==> config.mk <==
export PLATFORM = sky130hd
export DESIGN_NAME = mmult_stream_multicol
export DESIGN_NICKNAME = d
export VERILOG_FILES = /design/src/rtl/mmult_stream_multicol.sv
export SDC_FILE = /design/constraint.sdc
export NUM_CORES = 1
export LEC_CHECK = 0
export CAP_MARGIN = 30
export CORE_ASPECT_RATIO = 0.75
export CORE_UTILIZATION = 40
export DETAILED_ROUTE_END_ITERATION = 10
export PLACE_DENSITY = 0.69
export SLEW_MARGIN = 30
export SYNTH_ARGS = -nofsm -noshare
export SYNTH_HDL_FRONTEND = slang
export SYNTH_SLANG_ARGS = --single-unit
==> constraint.sdc <==
create_clock -name clk -period 13.13 [get_ports clk]
set_input_delay 2.626 -clock clk [delete_from_list [all_inputs] [get_ports clk]]
set_output_delay 2.626 -clock clk [all_outputs]
set_load 0.05 [all_outputs]
==> src/rtl/mmult_stream_multicol.sv <==
// Streams R = (X*Yc) >> RESULT_SHIFT for every Y column c, one MAC per cycle, column-major.
// Optional clamp-to-max with a res_sat flag when MMULT_SAT_EN is defined.
module mmult_stream_multicol #(
   parameter int WIDTH        = 8,
   parameter int M            = 64,
   parameter int N            = 8,
   parameter int P            = 2,
   parameter int X_DEPTH_BITS = 9,
   parameter int Y_DEPTH_BITS = 5,
   parameter int Y_ROW_STRIDE = 2,
   parameter int Y_ROW_BASE   = 1,
   parameter int RESULT_SHIFT = 8,
   parameter int ACC_WIDTH    = 32,
   localparam int RW = (M > 1) ? $clog2(M) : 1,
   localparam int CW = (P > 1) ? $clog2(P) : 1
) (
   input  logic                    clk,
   input  logic                    reset,
   input  logic                    start,
   output logic                    busy,
   output logic                    done,
   output logic                    res_valid,
   output logic [WIDTH-1:0]        res_data,
`ifdef MMULT_SAT_EN
   output logic                    res_sat,
`endif
   output logic [RW-1:0]           res_row,
   output logic [CW-1:0]           res_col,
   output logic                    X_read_en,
   output logic [X_DEPTH_BITS-1:0] X_read_address,
   input  logic [WIDTH-1:0]        X_read_data,
   output logic                    Y_read_en,
   output logic [Y_DEPTH_BITS-1:0] Y_read_address,
   input  logic [WIDTH-1:0]        Y_read_data
);
   localparam int KW = (N > 1) ? $clog2(N) : 1;

   typedef enum logic [1:0] {IDLE, ISSUE, DRAIN} state_t;
   state_t state_q, state_d;

   logic [KW-1:0] k_q, k_d;
   logic [RW-1:0] i_q, i_d;
   logic [CW-1:0] c_q, c_d;
   logic          k_end, i_end, c_end, last_pair, issue;

   // [0] travels with the address, [1] with the returning RAM data
   logic [1:0]         vld_pipe_q, first_pipe_q, kend_pipe_q, last_pipe_q;
   logic [1:0][RW-1:0] row_pipe_q;
   logic [1:0][CW-1:0] col_pipe_q;

   logic [X_DEPTH_BITS-1:0] xaddr_d;
   logic [Y_DEPTH_BITS-1:0] yaddr_d;
   logic [2*WIDTH-1:0]      prod;
   logic [ACC_WIDTH-1:0]    acc_q, acc_sum;
   logic [WIDTH-1:0]        res_d;
   logic                    res_fire;
`ifdef MMULT_SAT_EN
   logic                    ovf;
`endif

   assign k_end     = (k_q == KW'(N - 1));
   assign i_end     = (i_q == RW'(M - 1));
   assign c_end     = (c_q == CW'(P - 1));
   assign last_pair = k_end && i_end && c_end;
   assign issue     = (state_q == ISSUE);

   assign xaddr_d = X_DEPTH_BITS'(i_q) * X_DEPTH_BITS'(N) + X_DEPTH_BITS'(k_q);
   assign yaddr_d = (Y_DEPTH_BITS'(Y_ROW_BASE) + Y_DEPTH_BITS'(k_q)) * Y_DEPTH_BITS'(Y_ROW_STRIDE)
                    + Y_DEPTH_BITS'(c_q);

   always_comb begin
      state_d = state_q;
      k_d     = k_q;
      i_d     = i_q;
      c_d     = c_q;
      case (state_q)
         IDLE: if (start) begin
            state_d = ISSUE;
            k_d     = '0;
            i_d     = '0;
            c_d     = '0;
         end
         ISSUE: begin
            k_d = k_end ? '0 : k_q + KW'(1);
            if (k_end) begin
               i_d = i_end ? '0 : i_q + RW'(1);
               if (i_end) c_d = c_q + CW'(1);
            end
            if (last_pair) state_d = DRAIN;
         end
         DRAIN: if (vld_pipe_q[1] && last_pipe_q[1]) state_d = IDLE;
         default: state_d = IDLE;
      endcase
   end

   // k==0 reloads the accumulator so dot products run back to back
   assign prod     = (2*WIDTH)'(X_read_data) * (2*WIDTH)'(Y_read_data);
   assign acc_sum  = (first_pipe_q[1] ? '0 : acc_q) + ACC_WIDTH'(prod);
   assign res_fire = vld_pipe_q[1] && kend_pipe_q[1];

   always_comb begin
      res_d = WIDTH'(acc_sum >> RESULT_SHIFT);
`ifdef MMULT_SAT_EN
      ovf = (acc_sum >> (RESULT_SHIFT + WIDTH)) != '0;
      if (ovf) res_d = '1;
`endif
   end

   always_ff @(posedge clk) begin
      if (reset) begin
         state_q        <= IDLE;
         k_q            <= '0;
         i_q            <= '0;
         c_q            <= '0;
         busy           <= 1'b0;
         X_read_en      <= 1'b0;
         Y_read_en      <= 1'b0;
         X_read_address <= '0;
         Y_read_address <= '0;
         vld_pipe_q     <= '0;
         first_pipe_q   <= '0;
         kend_pipe_q    <= '0;
         last_pipe_q    <= '0;
         row_pipe_q     <= '0;
         col_pipe_q     <= '0;
         acc_q          <= '0;
         res_valid      <= 1'b0;
         res_data       <= '0;
         res_row        <= '0;
         res_col        <= '0;
         done           <= 1'b0;
`ifdef MMULT_SAT_EN
         res_sat        <= 1'b0;
`endif
      end else begin
         state_q   <= state_d;
         k_q       <= k_d;
         i_q       <= i_d;
         c_q       <= c_d;
         busy      <= (state_q != IDLE);
         X_read_en <= issue;
         Y_read_en <= issue;
         if (issue) begin
            X_read_address <= xaddr_d;
            Y_read_address <= yaddr_d;
         end
         vld_pipe_q   <= {vld_pipe_q[0], issue};
         first_pipe_q <= {first_pipe_q[0], k_q == '0};
         kend_pipe_q  <= {kend_pipe_q[0], k_end};
         last_pipe_q  <= {last_pipe_q[0], last_pair};
         row_pipe_q   <= {row_pipe_q[0], i_q};
         col_pipe_q   <= {col_pipe_q[0], c_q};
         if (vld_pipe_q[1]) acc_q <= acc_sum;
         res_valid <= res_fire;
         done      <= vld_pipe_q[1] && last_pipe_q[1];
         if (res_fire) begin
            res_data <= res_d;
            res_row  <= row_pipe_q[1];
            res_col  <= col_pipe_q[1];
         end
`ifdef MMULT_SAT_EN
         res_sat <= res_fire && ovf;
`endif
      end
   end
endmodule
* After elaboration in Yosys (flattened, before gate mapping) *
Index checks and enable logic that the tools add are counted.
W data, S select, Z words.

word-level totals
  logic and storage cells = 67
  bits of input ports = 19
  flip-flop bits (word level) = 99
  output and inout bits = 34

operators by class
  equal/unequal tests = 9
  reduce and logical (&&, ||, !) cells = 12
  muxes and demuxes = 16
  add/sub/neg operators = 7
  $mul = 1

operator list
  kind                   number
  $add A32 B16 Y32       1
  $mux W32               1
  $mux W6                3
  $mul A8 B8 Y16         1
  $pmux W6 S2            1
  $ne A2 B2 Y1 const B   5
  $add A9 B3 Y9          1
  $add A6 B1 Y6 const B  1
  $eq A6 B6 Y1 const B   1
  $mux W2                3
  $mux W3                2
  $pmux W2 S3            1
  $pmux W3 S2            1
  $reduce_and A3 Y1      2
  $add A5 B1 Y5          1
  $add A1 B3 Y4 const A  1
  $logic_and A1 B1 Y1    4
  $reduce_and A4 Y1      1
  $reduce_bool A2 Y1     2
  $add A3 B1 Y3 const B  1
  $eq A3 B3 Y1 const B   1
  $logic_not A3 Y1       1
  $mux W1                3
  $eq A2 B1 Y1 const B   1
  5 further kinds        5

* Longest topological paths before layout *
  word-level depth = 5
  mapped depth = 17
  mapped depth without buffers = 16

* Worst setup path before layout *
Ideal clock, no wire load.

  kind = in2reg
  start point = input Y_read_data[1]
  end point = register acc_q[14]
  required time = 13.024 ns
  path buffers = 1
  library setup time = 0.106 ns
  path slack = 6.513 ns
  cell stages on the path = 15
  data arrival time = 6.511 ns
  path through = clkbuf_1 > nand2_1 > fa_1 > inv_1 > fa_1 > inv_1 > fa_1 > fa_1 > inv_1 > ha_1 > a21o_1 > a21oi_1 > a21oi_1 > or4_1 > o311ai_0

on the way
  word-level cells in the longest chain between the ends = 2

RTL lines
  what                  line  text
  start, declared       34    input logic [WIDTH-1:0] Y_read_data
  $mul A8 B8 Y16        97    assign prod = (2*WIDTH)'(X_read_data) * (2*WIDTH)'(Y_read_data);
  $add A32 B16 Y32      98    assign acc_sum = (first_pipe_q[1] ? '0 : acc_q) + ACC_WIDTH'(prod);
  end signal, assigned  153   if (vld_pipe_q[1]) acc_q <= acc_sum;
  end, declared         54    logic [ACC_WIDTH-1:0] acc_q, acc_sum;

No other way between the ends.
A chain may end at the register's enable or synchronous reset.

* Worst setup path after layout *
  start point = input X_read_data[5]
  end point = register acc_q[14]

on the way
  word-level cells in the longest chain between the ends = 2

RTL lines
  what              line  text
  start, declared   31    input logic [WIDTH-1:0] X_read_data,
  $mul A8 B8 Y16    97
  $add A32 B16 Y32  98

No other way between the ends.

==> results.json <==
{
  "cts_buffers": 9,
  "drive_gt1_share_pct": 3.34,
  "synth_area_um2": 5630,
  "die_h_um": 105,
  "hp-class": "register to register",
  "grt_first_pass_wirelength_mm": 19.9,
  "routabilityCongestion": 0.849,
  "rr_endpoint": "acc_q[14]",
  "cts.sinks": 82,
  "initial_core_util_pct": 41.1,
  "pin_count": 53,
  "grt_max_degree": 101,
  "fill_cells": 1326,
  "syn_to_final_growth_pct": 17.1,
  "drt-total-wl_mm": 11.7,
  "cts_resized": 0,
  "yosysSeqAreaShare_pct": 29.2,
  "std_cell_rows": 37,
  "hpwl_mm": 8.96,
  "root_buffer": "clkbuf_16",
  "critical_path_required_ns": 13.35,
  "clock_latency_ns": 0.34,
  "ant_nets": 0,
  "leakage_uw": 0.00282,
  "worstHoldEndpoint": "row_pipe_q[8]",
  "clkTransAtPathRegs_ns": 0.06,
  "p_total_uw": 904,
  "critical_path_buf_inv_count": 4,
  "syn_nets": 754,
  "postCtsSetupRepairBufs": 0,
  "hold_violations": 0,
  "crit_top_cell": "fa_1",
  "fmax_mhz": 142,
  "num_vias": 4434,
  "ir_worst_vdd_mv": 0.0727,
  "hold_ws_ns": 0.431,
  "fin_area_um2": 6590,
  "viasPerCell": 5.14,
  "hold_start": "row_pipe_q[2]",
  "cp-end-kind": "register",
  "yosysTopAreaCellShare_pct": 29.2,
  "layout_min_cycle_time_ns": 7.04,
  "finalMaxSlewViolations": 0,
  "hold_depth": 1,
  "grt_pass1_vias": 4295,
  "drcViolationCount": 3,
  "placed_area_um2": 6260,
  "numPortBuffers": 52,
  "status": "finished with violations",
  "max_stage_delay_ns": 0.65,
  "synthTopCellsByArea": "dfxtp_1 (29%), fa_1 (18%), ha_1 (8.7%)",
  "syn_avg_cell_area_um2": 8.71,
  "maxCapViolCount": 0,
  "wire_per_inst_um": 13.6,
  "num-nets-final": 791,
  "critPathSlowestCell": "clkdlybuf4s50_1",
  "yosys.area.top_type": "dfxtp_1",
  "hold_buffers": 0,
  "synth-main-ff-cell": "dfxtp_1",
  "ys_ff_latch": 82,
  "dieArea_um2": 14500,
  "cts_tree": "done",
  "power_density_nw_per_um2": 137,
  "fin_skew_ns": 0.0109,
  "reg2reg_slack_ns": 8.41,
  "cts_max_path_buffers": 2,
  "tightest_slew_ns": 0.925,
  "overflow": 0,
  "cp_max_fo": 8,
  "synth_edf_count": 0,
  "synth_cells": 646,
  "violations": "DRC",
  "crit_chain": "clkdlybuf4s50_1 -> nand2_1 -> fa_1 -> inv_1 -> fa_1 -> inv_1 -> fa_1 -> fa_1 -> inv_1 -> ha_1 -> a21o_1 -> a21oi_1 -> a21oi_1 -> or4_1 -> o311ai_0",
  "rr_worst_depth": 14,
  "ys_async_sr_fraction_pct": 0,
  "dr.pass1.iters": 9,
  "r2r_start": "first_pipe_q[1]",
  "fin_tns_setup_ns": 0,
  "n_antenna_cell": 0,
  "crit_family": "adder cells",
  "worstSetupPathType": "primary input to register",
  "rsz0062_at_grt": "false",
  "timing.final.crit_share_pct": 53.6,
  "arrival_ns": 7.27,
  "die_width_um": 139,
  "yosysWarningCount": 0,
  "slew-limit-headroom_pct": 38.3,
  "ys_types": 54,
  "grt_usage_pct": 16.9,
  "htreeDepth": 3,
  "setup_viol": 0,
  "drt-initial-drc-count": 323,
  "cp-start-kind": "primary input",
  "coreArea_um2": 13700,
  "antenna_found_initial": 0
}
-- through the flow --
stage | instances | utilization [%] | setup slack [ns]
6_report | 863 | 48.1 | 6.09
5_1_grt | 863 | 48.1 | 5.87
2_1_floorplan | 646 | - | 6.51
4_1_cts | 863 | 48.0 | 6.13
3_5_place_dp | 847 | 45.7 | 5.77
3_3_place_gp | 847 | 45.7 | 5.85
-- report_power, final --
group	leakage (uW)	switching [uW]	internal, uW
registers	0.000663	5.34	256
clock network	0.000158	103	168
logic	0.00199	223	147
total	0.00282	332	572
-- worst reg2reg max path, cell delays in order (launching register included) --
cell	delay, ns
dfxtp_1	0.71
nand2b_1	0.22
fa_1	0.41
inv_1	0.08
fa_1	0.42
inv_1	0.08
fa_1	0.43
fa_1	0.54
inv_1	0.04
ha_1	0.35
a21o_1	0.18
a21oi_1	0.35
a21oi_1	0.18
or4_1	0.50
o311ai_0	0.09
-- how the worst max path moves through the flow --
| stage | to | depth (start not counted) | start |
|---|---|---|---|
| 3_5_place_dp | acc_q[14] | 15 | X_read_data[5] |
| 4_1_cts | acc_q[14] | 15 | X_read_data[4] |
| 2_1_floorplan | acc_q[14] | 15 | Y_read_data[1] |
| 3_3_place_gp | acc_q[13] | 14 | X_read_data[3] |
| 6_report | acc_q[14] | 15 | X_read_data[5] |
| 5_1_grt | acc_q[14] | 15 | Y_read_data[1] |
-- registers in the layout (all words and copies together), names as in the netlist --
signal	count
acc_q	16
row_pipe_q	12
c_end	1
done	1
first_pipe_q	2
state_q	2
res_data	8
res_row	6
last_pipe_q	2
i_q	6
kend_pipe_q	2
vld_pipe_q	2
res_valid	1
k_q	3
res_col	1
busy	1
Y_read_address	5
col_pipe_q	2
X_read_address	9
-- cell usage in the layout, fill, tap and decap left out, types with 6 or more instances in the layout --
cell             Yosys  final
nor2_1              27     27
a21o_1              10     10
dfxtp_1             82     82
nor2b_1             27     26
nor3_1              10     10
nand2_1             81     81
ha_1                39     39
nand2b_1            17     17
a21oi_1             45     45
and2_1              40     40
nand3_1              9      9
o21ai_0             16     16
mux2i_1              7      7
fa_1                50     50
inv_1               85     85
clkdlybuf4s50_1      0     51
o311ai_0             6      6
clkbuf_16            0      9
nand3b_1            14     14
-- per-layer routing --
layer | wire length [um] | global-route usage, %
met4 | 135 | 4.84
met1 | 5670 | 22.8
met2 | 5400 | 26.7
met5 | 0 | 0
met3 | 533 | 4.54
-- logic make-up after synthesis --
| kind of cell | Yosys count | synth area share [%] |
|---|---|---|
| buffers and inverters | 113 | 7.76 |
| AO/OA/AOI/OAI | 98 | 10.7 |
| flip-flops | 82 | 29.2 |
| multiplexers | 7 | 1.25 |
| adder cells (fa/ha/maj) | 89 | 26.5 |
| AND/OR/NAND/NOR | 253 | 23.8 |
| XOR/XNOR | 4 | 0.867 |
-- cells in the mapped netlist (all sizes together), types with 4 or more instances --
master and n:
nor2 27, nand3b 14, nor3b 5, fa 50, o311ai 7, nand2 81, mux2i 7, and2 40
nor3 10, o21ai 17, a21o 10, or3 4, ha 39, a21oi 45, nor2b 27, nand2b 17
dfxtp 82, buf 7, nand3 9, inv 85, clkbuf 21
-- layout make-up --
| cell class | count | area, um2 | share of cell area [%] |
|---|---|---|---|
| repair buffers | 54 | 531 | 8.05 |
| inverters | 85 | 319 | 4.84 |
| flip-flops and latches | 82 | 1640 | 24.9 |
| well taps | 175 | 219 | 3.32 |
| multi-input cells | 451 | 3550 | 53.9 |
| clock buffers | 9 | 225 | 3.42 |
| clock inverters | 7 | 101 | 1.54 |
Power figures use the tool's default switching activity.
